[src/rtl/mem_arb_pkg.sv]
// Shared types for the memory-port arbiter: FSM states, owner encoding, counter sizing.
// No logic; imported by mem_arbiter and mem_arb_prio.
package mem_arb_pkg;

  typedef enum logic [1:0] {
    S_IDLE = 2'd0,
    S_MEM  = 2'd1,
    S_RESP = 2'd2
  } state_t;

  localparam logic OWN_DATA  = 1'b0;
  localparam logic OWN_FETCH = 1'b1;

  function automatic int starve_cnt_w(input int starve_max);
    return $clog2(starve_max + 1);
  endfunction

endpackage

[src/rtl/mem_arb_prio.sv]
// Grant decision (combinational, valid only while the FSM is idle) and saturating
// starvation counter; data wins contention until fetch has waited STARVE_MAX grants.
module mem_arb_prio
  import mem_arb_pkg::*;
#(
  parameter int STARVE_MAX = 4,
  parameter int CNT_W      = starve_cnt_w(STARVE_MAX)
) (
  input  logic i_clk,
  input  logic i_rst,
  input  logic i_idle,
  input  logic i_d_req,
  input  logic i_i_req,
  output logic o_grant,
  output logic o_owner
);

  localparam logic [CNT_W-1:0] MAX_C = CNT_W'(STARVE_MAX);

  logic [CNT_W-1:0] r_cnt;
  logic             w_full;

  always_comb begin
    w_full  = (r_cnt == MAX_C);
    o_grant = i_idle & (i_d_req | i_i_req);
    o_owner = (i_i_req & (~i_d_req | w_full)) ? OWN_FETCH : OWN_DATA;
  end

  always_ff @(posedge i_clk or posedge i_rst) begin
    if (i_rst) begin
      r_cnt <= '0;
    end else if (o_grant) begin
      if (o_owner == OWN_FETCH) begin
        r_cnt <= '0;
      end else if (i_i_req && !w_full) begin
        // Only a data grant that actually made fetch wait counts.
        r_cnt <= r_cnt + CNT_W'(1);
      end
    end
  end

endmodule

[src/rtl/mem_arbiter.sv]
// Shares one memory port between fetch and load/store: IDLE -> MEM (held until m_ack) -> RESP.
// Request-to-valid is 2 cycles minimum; requests wait while the port is busy (sampled only in IDLE).
module mem_arbiter
  import mem_arb_pkg::*;
#(
  parameter int ADDR_W     = 32,
  parameter int DATA_W     = 32,
  parameter int STARVE_MAX = 4
) (
  input  logic              i_clk,
  input  logic              i_rst,
  input  logic              i_d_req,
  input  logic              i_d_we,
  input  logic [ADDR_W-1:0] i_d_addr,
  input  logic [DATA_W-1:0] i_d_wdata,
  output logic              o_d_ready,
  output logic              o_d_valid,
  output logic [DATA_W-1:0] o_d_rdata,
  input  logic              i_i_req,
  input  logic [ADDR_W-1:0] i_i_addr,
  output logic              o_i_ready,
  output logic              o_i_valid,
  output logic [DATA_W-1:0] o_i_rdata,
  input  logic              i_flush,
  output logic              o_m_req,
  output logic              o_m_we,
  output logic [ADDR_W-1:0] o_m_addr,
  output logic [DATA_W-1:0] o_m_wdata,
  input  logic              i_m_ack,
  input  logic [DATA_W-1:0] i_m_rdata
);

  state_t            r_state, w_state_nxt;
  logic              r_owner;
  logic              r_we;
  logic [ADDR_W-1:0] r_addr;
  logic [DATA_W-1:0] r_wdata;
  logic              r_killed;
  logic              r_m_req;
  logic              r_d_ready, r_i_ready;
  logic              r_d_valid, r_i_valid;
  logic [DATA_W-1:0] r_d_rdata, r_i_rdata;
  logic              w_grant, w_owner;

  mem_arb_prio #(
    .STARVE_MAX (STARVE_MAX)
  ) u_prio (
    .i_clk   (i_clk),
    .i_rst   (i_rst),
    .i_idle  (r_state == S_IDLE),
    .i_d_req (i_d_req),
    .i_i_req (i_i_req),
    .o_grant (w_grant),
    .o_owner (w_owner)
  );

  always_ff @(posedge i_clk or posedge i_rst) begin
    if (i_rst) r_state <= S_IDLE;
    else       r_state <= w_state_nxt;
  end

  always_comb begin
    w_state_nxt = r_state;
    case (r_state)
      S_IDLE:  if (w_grant) w_state_nxt = S_MEM;
      S_MEM:   if (i_m_ack) w_state_nxt = S_RESP;
      S_RESP:  w_state_nxt = S_IDLE;
      default: w_state_nxt = S_IDLE;
    endcase
  end

  always_ff @(posedge i_clk or posedge i_rst) begin
    if (i_rst) begin
      r_owner   <= OWN_DATA;
      r_we      <= 1'b0;
      r_addr    <= '0;
      r_wdata   <= '0;
      r_killed  <= 1'b0;
      r_m_req   <= 1'b0;
      r_d_ready <= 1'b0;
      r_i_ready <= 1'b0;
      r_d_valid <= 1'b0;
      r_i_valid <= 1'b0;
      r_d_rdata <= '0;
      r_i_rdata <= '0;
    end else begin
      r_d_ready <= 1'b0;
      r_i_ready <= 1'b0;
      r_d_valid <= 1'b0;
      r_i_valid <= 1'b0;
      case (r_state)
        S_IDLE: begin
          if (w_grant) begin
            r_owner   <= w_owner;
            r_m_req   <= 1'b1;
            r_d_ready <= (w_owner == OWN_DATA);
            r_i_ready <= (w_owner == OWN_FETCH);
            r_addr    <= (w_owner == OWN_FETCH) ? i_i_addr : i_d_addr;
            r_we      <= (w_owner == OWN_DATA) & i_d_we;
            r_wdata   <= (w_owner == OWN_FETCH) ? '0 : i_d_wdata;
          end
        end
        S_MEM: begin
          if (i_flush && r_owner == OWN_FETCH) r_killed <= 1'b1;
          if (i_m_ack) begin
            r_m_req <= 1'b0;
            if (r_owner == OWN_DATA) begin
              r_d_rdata <= r_we ? '0 : i_m_rdata;
              r_d_valid <= 1'b1;
            end else begin
              // Word is captured even when killed; only the valid is withheld.
              r_i_rdata <= i_m_rdata;
              r_i_valid <= ~r_killed & ~i_flush;
            end
          end
        end
        S_RESP:  r_killed <= 1'b0;
        default: r_killed <= 1'b0;
      endcase
    end
  end

  assign o_d_ready = r_d_ready;
  assign o_i_ready = r_i_ready;
  assign o_d_valid = r_d_valid;
  // A flush arriving in the response cycle itself still cancels delivery.
  assign o_i_valid = r_i_valid & ~i_flush;
  assign o_d_rdata = r_d_rdata;
  assign o_i_rdata = r_i_rdata;
  assign o_m_req   = r_m_req;
  assign o_m_we    = r_we;
  assign o_m_addr  = r_addr;
  assign o_m_wdata = r_wdata;

endmodule

[config.mk]
export PLATFORM = sky130hd
export DESIGN_NAME = mem_arbiter
export DESIGN_NICKNAME = d
export VERILOG_FILES = /design/src/rtl/mem_arb_pkg.sv /design/src/rtl/mem_arb_prio.sv /design/src/rtl/mem_arbiter.sv
export SDC_FILE = /design/constraint.sdc
export NUM_CORES = 1
export LEC_CHECK = 0
export ABC_CLOCK_PERIOD_IN_PS = 15100
export CAP_MARGIN = 40
export CORE_ASPECT_RATIO = 0.6
export CORE_UTILIZATION = 45
export CTS_BUF_LIST = sky130_fd_sc_hd__clkbuf_4
export CTS_CLUSTER_SIZE = 16
export DETAILED_ROUTE_END_ITERATION = 10
export PLACE_DENSITY = 0.84
export SYNTH_ARGS = -nofsm -noshare
export SYNTH_HDL_FRONTEND = slang
export SYNTH_SLANG_ARGS = --single-unit
export TNS_END_PERCENT = 10
[constraint.sdc]
create_clock -name i_clk -period 15.1 [get_ports i_clk]
set_input_delay 3.02 -clock i_clk [delete_from_list [all_inputs] [get_ports i_clk]]
set_output_delay 3.02 -clock i_clk [all_outputs]
set_load 0.005 [all_outputs]
Word-level counts from Yosys, hierarchy flattened. Index checks and enable logic that the tools add are counted.

Bits in registers: 141. Input bits: 135. Output and inout port bits: 134. Word-level logic and storage cells: 70.

Mux-type cells: 24. Reductions and logical operators: 13. Bitwise gates (word level): 13. Equality and inequality tests: 5. Add/sub/neg operators: 1.

Operators with widths (number): 2-to-1 mux 32 bit (3); 2-to-1 mux 1 bit (14); AND reduction 3 bit (3); AND reduction 2 bit (4); 2-to-1 mux 3 bit (2); inequality test 2 bit (second input constant) (3); NOT 1 bit (6); AND 1 bit (5); 2-to-1 mux 2 bit (2); one-hot mux 1 bit (2 select lines) (2); one-hot mux 2 bit (2 select lines) (1); nonzero test 2 bit (2); adder 3 x 1 -> 3 bit (second input constant) (1); == test 3 bit (second input constant) (1); == test 2 x 1 -> 1 bit (second input constant) (1); logical AND 1 bit (2); logical NOT 2 bit (1); OR 1 bit (2); logical NOT 1 bit (1).

Logic depth before layout (Yosys ltp). Gate-level depths: netlist of the first run.

Depth in word-level cells: 7. Depth in mapped cells: 8. Depth with buffers taken out: 5.

Modules after synthesis. From an unflattened synthesis of the first run, not the netlist that was laid out.

Cell total of the unflattened synthesis: 428. Area total of the unflattened synthesis: 6184.7 um2.

Modules (own cells, without submodules): mem_arbiter (sequential area each 3453.3 um2, area each 5987.0 um2, cells each 407, times used 1); mem_arb_prio (sequential area each 75.1 um2, area each 197.7 um2, cells each 21, times used 1).

Worst setup path after synthesis of the first run. OpenSTA, ideal clock, no wires.

Kind: in2out. Start point: input port i_flush. End point: output port o_i_valid. Slack: 8.945 ns. Arrival time: 3.135 ns. Buffers on the path: 0. Cell stages on the path: 1. Data required time: 12.080 ns. Cell sequence: nor2b_1.

Longest elaborated chain between the ends: 2.

Ends and longest elaborated chain: from (decl) (RTL line mem_arbiter.sv:24) `input logic i_flush,`; NOT 1 bit (RTL line mem_arbiter.sv:127) `assign o_i_valid = r_i_valid & ~i_flush;`; AND 1 bit (RTL line mem_arbiter.sv:127); to (decl) (RTL line mem_arbiter.sv:22) `output logic o_i_valid,`.

Every way passes these cells.

Worst setup path after layout of the first run. Same ends and word-level chain as after synthesis.

==> flow_summary.ini, run 1 <==
[timing]
worst_pin_slew_ns = 0.758
finalSetupViolations = 0
fin_crit_ns = 7.16
slew_headroom = 0.494
slew_viol_final = 0
fin_crit_sh = 0.474
tns_ns = 0
max_clock_freq_mhz = 140
finClkSkew_ns = 0.0224
hold_viol = 0
rsz0062_at_grt = no

[setup_path]
cp-end-kind = primary output
arrival_ns = 4.14
regToRegStartpoint = r_state[0]$_DFFE_PP0P_
critPathLaunch = i_flush
cp_num_buf_inv = 2
crit_top_cell = clkdlybuf4s50_1
cp.required_ns = 12.08
crit_path_start_kind = input port
r2r-end = o_m_wdata[6]$_DFFE_PP0P_
worst-path-max-fanout = 3
criticalPathCategory = in2out
crit_family = buffers and inverters
cpPeakStageDelay_ns = 0.53
cp_num_cells = 3
ff2ff_path_depth = 4
slowest_stage = clkdlybuf4s50_1
crit_chain = clkdlybuf4s50_1 -> nor2b_1 -> clkdlybuf4s50_1
r2r_slack_ns = 13.14

[routing]
drtIter0Drc = 201
viasPerCell = 5.18
wl_per_cell_um = 17.9
wl_um = 15700
vias = 4542
antenna_left = 0
dr.pass1.iters = 4
drc = 0

[placed_design]
dp.cells = 843
dp_hpwl_um = 11200
port-buffer-count = 268
place.gp.congestion = 0.815

[clock_tree]
numCtsBuffers = 17
cts.clk_slew.worst_paths_ns = 0.13
cts_tree = done
cts_root_buf = clkbuf_4
cts_buffer_depth = 2
clk_latency_ns = 0.52
clkSinkCount = 141
ctsResizeCount = 0
hold_buffers = 0
h-tree-depth = 4
postCtsSetupBuffers = 0

[synthesis]
yosys.cell_types.count = 27
syn_area_mm2 = 0.00561
yosysSeqAreaShare = 0.629
yosysWarnings = 0
ys_ff_latch = 141
syn_avg_cell_area_um2 = 12.8
synthFlopType = dfrtp_1
async_reset_ff_frac = 1.00
synth_edf_count = 0
syn_inst = 437
syn_nets = 574

[pwr]
switching_share = 0.328
p_leak_nw = 3.69
power_w = 0.00160
vdd_drop_max_v = 0.000101
comb_power_share = 0.454
p_sw_w = 0.000525
power.density_mw_per_mm2 = 184
seqPwrFrac = 0.408
power.internal_w = 0.00107
clock_power_share = 0.139

[final_layout]
layout-drive-gt1-share = 0.107
flow.area_growth_from_synthesis_pct = 54.9
layoutNonFillerInstCount = 876
num-nets-final = 834

[hold_path]
hold_path.class = reg2reg
holdPathEnd = r_i_valid$_DFF_PP0_
hp-start = r_killed$_DFFE_PP0P_
whs_path_depth = 1

[global_route]
grt_pass1_wl_um = 24400
antenna_found_initial = 1
grt_max_degree = 83
grt_pass1_vias = 4572
track_usage = 0.248
grt_overflow_total = 0

[floorplanning]
core_area_mm2 = 0.0121
die_h_um = 88.5
rows = 31
dieArea_mm2 = 0.0129
io-pin-count = 269
initial_utilization = 0.464
fp.dieW_um = 146

[outcome]
status = finished clean

[flow_run]
maxCapViolCount = 0
==> state kept, by name, summed over array words and instances, names as in the netlist <==
register and flops:
o_i_ready 1, o_d_valid 1, r_state 2, o_d_rdata 32, r_killed 1, o_m_we 1
o_m_req 1, r_owner 1, o_m_addr 32, o_m_wdata 32, o_i_rdata 32, r_i_valid 1
o_d_ready 1, u_prio.r_cnt 3
==> logic make-up (layout without fill, tap and decap cells) <==
| logic type | after synthesis | after routing | synth area share |
|---|---|---|---|
| flops | 141 | 141 | 0.629 |
| simple gates | 112 | 112 | 0.116 |
| compound gates | 107 | 107 | 0.147 |
| buf+inv | 43 | 316 | 0.0386 |
| mux | 32 | 32 | 0.0642 |
| fa+ha+maj | 2 | 2 | 0.00446 |
| other cells | 0 | 1 | 0 |
==> cells in the final DEF (no fill, tap or decap), drive strengths merged <==
master	instances
a31oi	1
nand3	2
clkdlybuf4s50	268
buf	8
dfrtp	141
nand2b	33
a22o	33
diode	1
nor3	1
inv	16
mux2	32
nand4bb	1
a221o	32
clkinvlp	4
clkinv	3
a21boi	1
nor3b	32
and3b	1
a21oi	2
ha	2
o21ai	38
nor2b	1
clkbuf	17
nor2	3
or3b	1
and3	1
nand2	35
or3	1
==> cell type report <==
type,count,area [um2]
inverter,8,35.0
sequential,141,3530
antenna,1,2.50
multi-input combinational,253,1880
clock inverter,15,126
fill,856,3410
timing repair buffer,276,2780
tap,165,206
clock buffer,17,128
==> worst register-to-register path, stage by stage, from the launching register on <==
cell and delay (ns):
dfrtp_1 0.48, nor2_1 0.29, and3_2 0.65, buf_12 0.28, a22o_1 0.22
==> worst max-delay path by stage <==
stage	endpoint	slack [ns]
floorplan	o_d_rdata[0]$_DFFE_PP0P_	8.30
global placement	o_i_valid	7.98
detailed placement	o_i_valid	7.94
CTS	o_i_valid	7.94
global route	o_i_valid	7.89
finish	o_i_valid	7.94
==> per-stage QoR <==
stage / worst slack, ns / utilization / cell area (um2) / hold WS, ns
floorplan: 8.30 / - / 5610 / 0.409
global placement: 7.98 / 0.692 / 8370 / 0.431
detailed placement: 7.94 / 0.697 / 8430 / 0.440
CTS: 7.94 / 0.718 / 8690 / 0.458
global route: 7.89 / 0.718 / 8690 / 0.475
finish: 7.94 / 0.718 / 8690 / 0.467
==> cell usage after synthesis (all sizes together) (2+ instances only) <==
library cell,instances,share of area
nand2,35,0.023
dfrtp,141,0.63
mux2,32,0.064
a221o,32,0.057
a21oi,2,0.0018
clkbuf,17,0.011
buf,18,0.022
nor3b,32,0.043
ha,2,0.0045
inv,8,0.0054
a22o,33,0.052
nand3,2,0.0018
nor2,3,0.0020
o21ai,38,0.034
nand2b,33,0.037
==> routing by layer <==
metal / vias up / GRT usage / part of all wire
li1: 2101 / - / -
met3: 29 / 0.0639 / 0.060
met1: 2246 / 0.315 / 0.43
met5: - / 0 / 0
met2: 166 / 0.403 / 0.48
met4: 0 / 0.123 / 0.026
==> power by group through the flow <==
stage	Clock (W)	Sequential (W)	Combinational (W)
finish	0.000222	0.000652	0.000726
global route	0.000246	0.000672	0.000782
CTS	0.000231	0.000652	0.000733
detailed placement	0	0.000655	0.000731
global placement	0	0.000651	0.000695
floorplan	0	0.000653	0.000285
Power figures use the tool's default switching activity.
==> run 2: changes to the inputs <==
ABC_CLOCK_PERIOD_IN_PS = 6280   (was 15100)
CORE_UTILIZATION = 38   (was 45)
PLACE_DENSITY = 0.76   (was 0.84)
clock period = 6.28 ns   (was 15.1 ns; I/O delays follow)
==> run 2 against run 1 <==
Against the previous run: global-route usage down 3.5 points; clock skew up 0.0054 ns; power up 140%; sequential share of layout area down 0.31 points; cell count up 2.9%.
==> flow_summary.ini, run 2 (synthesis gave the netlist of run 1 again) <==
[clock_tree]
hold_buffers = 0
clkSinkCount = 141
ctsResizeCount = 0
cts_buffer_depth = 2
cts_root_buf = clkbuf_4
numCtsBuffers = 17
postCtsSetupBuffers = 0
cts.clk_slew.worst_paths_ns = 0.13
clk_latency_ns = 0.50
h-tree-depth = 4
cts_tree = done

[floorplanning]
core_area_mm2 = 0.0140
io-pin-count = 269
dieArea_mm2 = 0.0153
die_h_um = 96.1
fp.dieW_um = 159
initial_utilization = 0.400
rows = 33

[global_route]
grt_pass1_vias = 4618
grt_max_degree = 71
track_usage = 0.212
antenna_found_initial = 0
grt_pass1_wl_um = 25100
grt_overflow_total = 0

[final_layout]
flow.area_growth_from_synthesis_pct = 56.1
final_cell_mix = 268 x clkdlybuf4s50_1, 141 x dfrtp_1, 35 x nand2_1
layout-drive-gt1-share = 0.106
fill_cells = 1132
layout_commonest_cell = clkdlybuf4s50_1
num_antenna_cells = 0
num-nets-final = 834

[pwr]
seqPwrFrac = 0.407
vdd_drop_max_v = 0.000191
p_sw_w = 0.00121
power.density_mw_per_mm2 = 441
p_leak_nw = 3.71
power.internal_w = 0.00265
switching_share = 0.314
clock_power_share = 0.149
comb_power_share = 0.444

[hold_path]
hp-start = r_killed$_DFFE_PP0P_
hold_path.class = reg2reg

[setup_path]
cp_num_buf_inv = 2
regToRegStartpoint = r_state[0]$_DFFE_PP0P_
criticalPathCategory = in2out
arrival_ns = 2.35
crit_family = buffers and inverters
cp.required_ns = 5.02
crit_top_cell = clkdlybuf4s50_1
cp-end-kind = primary output
critPathLaunch = i_flush
cpPeakStageDelay_ns = 0.50
crit_path_start_kind = input port
crit_chain = clkdlybuf4s50_1 -> nor2b_1 -> clkdlybuf4s50_1
worst-path-max-fanout = 3
slowest_stage = clkdlybuf4s50_1

[routing]
wl_per_cell_um = 17.6
antenna_left = 0
drc = 0
dr.pass1.iters = 5
wl_um = 15900
viasPerCell = 5.01
vias = 4513
drtIter0Drc = 245

[timing]
worst_pin_slew_ns = 0.871
slew_headroom = 0.420
hold_viol = 0
finalSetupViolations = 0
tns_ns = 0
rsz0062_at_grt = no
slew_viol_final = 0
fin_ws_ns = 2.67
finClkSkew_ns = 0.0278
max_clock_freq_mhz = 277
fin_crit_ns = 3.61
fin_crit_sh = 0.575

[flow_run]
maxCapViolCount = 0

[placed_design]
dp_hpwl_um = 11500
pre_cts_ws_ns = 2.66
place.gp.congestion = 0.809
port-buffer-count = 268

[outcome]
status = finished clean
## run 2: layout make-up
| type | instances | area, um2 | share of cell area |
|---|---|---|---|
| flip-flops and latches | 141 | 3530 | 0.403 |
| repair buffers | 276 | 2800 | 0.319 |
| multi-input cells | 253 | 1880 | 0.215 |
| well taps | 192 | 240 | 0.0274 |
| clock inverters | 13 | 143 | 0.0163 |
| clock buffers | 18 | 135 | 0.0154 |
| inverters | 8 | 35.0 | 0.00400 |
## run 2: worst paths after layout
| path | end | slack [ns] | cells after the start |
|---|---|---|---|
| setup reg to reg | u_prio.r_cnt[2]$_DFFE_PP0P_ | 4.34 | 4 |
| hold / removal | r_i_valid$_DFF_PP0_ | 0.43 | 1 |
| max in group asynchronous | r_state[0]$_DFFE_PP0P_ | 3.95 | 4 |
| min in group asynchronous | o_m_addr[11]$_DFFE_PP0P_ | 1.10 | 2 |
| setup / recovery | o_i_valid | 2.67 | 3 |
| hold reg to reg | r_i_valid$_DFF_PP0_ | 0.43 | 1 |
## run 2: power groups by stage
| stage | logic [W] | registers (W) | clock network (W) |
|---|---|---|---|
| after global placement | 0.00168 | 0.00156 | 0 |
| after global routing | 0.00186 | 0.00162 | 0.000643 |
| after detailed placement | 0.00173 | 0.00159 | 0 |
| after floorplan | 0.000685 | 0.00157 | 0 |
| final | 0.00172 | 0.00157 | 0.000576 |
| after CTS | 0.00174 | 0.00158 | 0.000599 |
## run 2: per-layer routing
layer  vias to the layer above  track usage  share of wire
met1                      2231        0.281           0.46
met5                         -            0              0
met4                         0       0.0697          0.013
li1                       2101            -              -
met3                        14       0.0586          0.059
met2                       167        0.342           0.47
## run 2: worst reg2reg max path, stage by stage (launching register included)
cell     delay [ns]
dfrtp_1        0.46
or3b_1         0.69
buf_16         0.28
or3_1          0.31
a21oi_1        0.14
## run 2: through the flow
| stage | power [W] | utilization | hold slack [ns] | instances | cell area, um2 |
|---|---|---|---|---|---|
| 2_1_floorplan | 0.00226 | - | 0.409 | 437 | 5610 |
| 3_3_place_gp | 0.00325 | 0.599 | 0.419 | 867 | 8410 |
| 3_5_place_dp | 0.00332 | 0.604 | 0.432 | 870 | 8480 |
| 4_1_cts | 0.00391 | 0.624 | 0.436 | 901 | 8760 |
| 5_1_grt | 0.00412 | 0.624 | 0.464 | 901 | 8760 |
| 6_report | 0.00387 | 0.624 | 0.433 | 901 | 8760 |
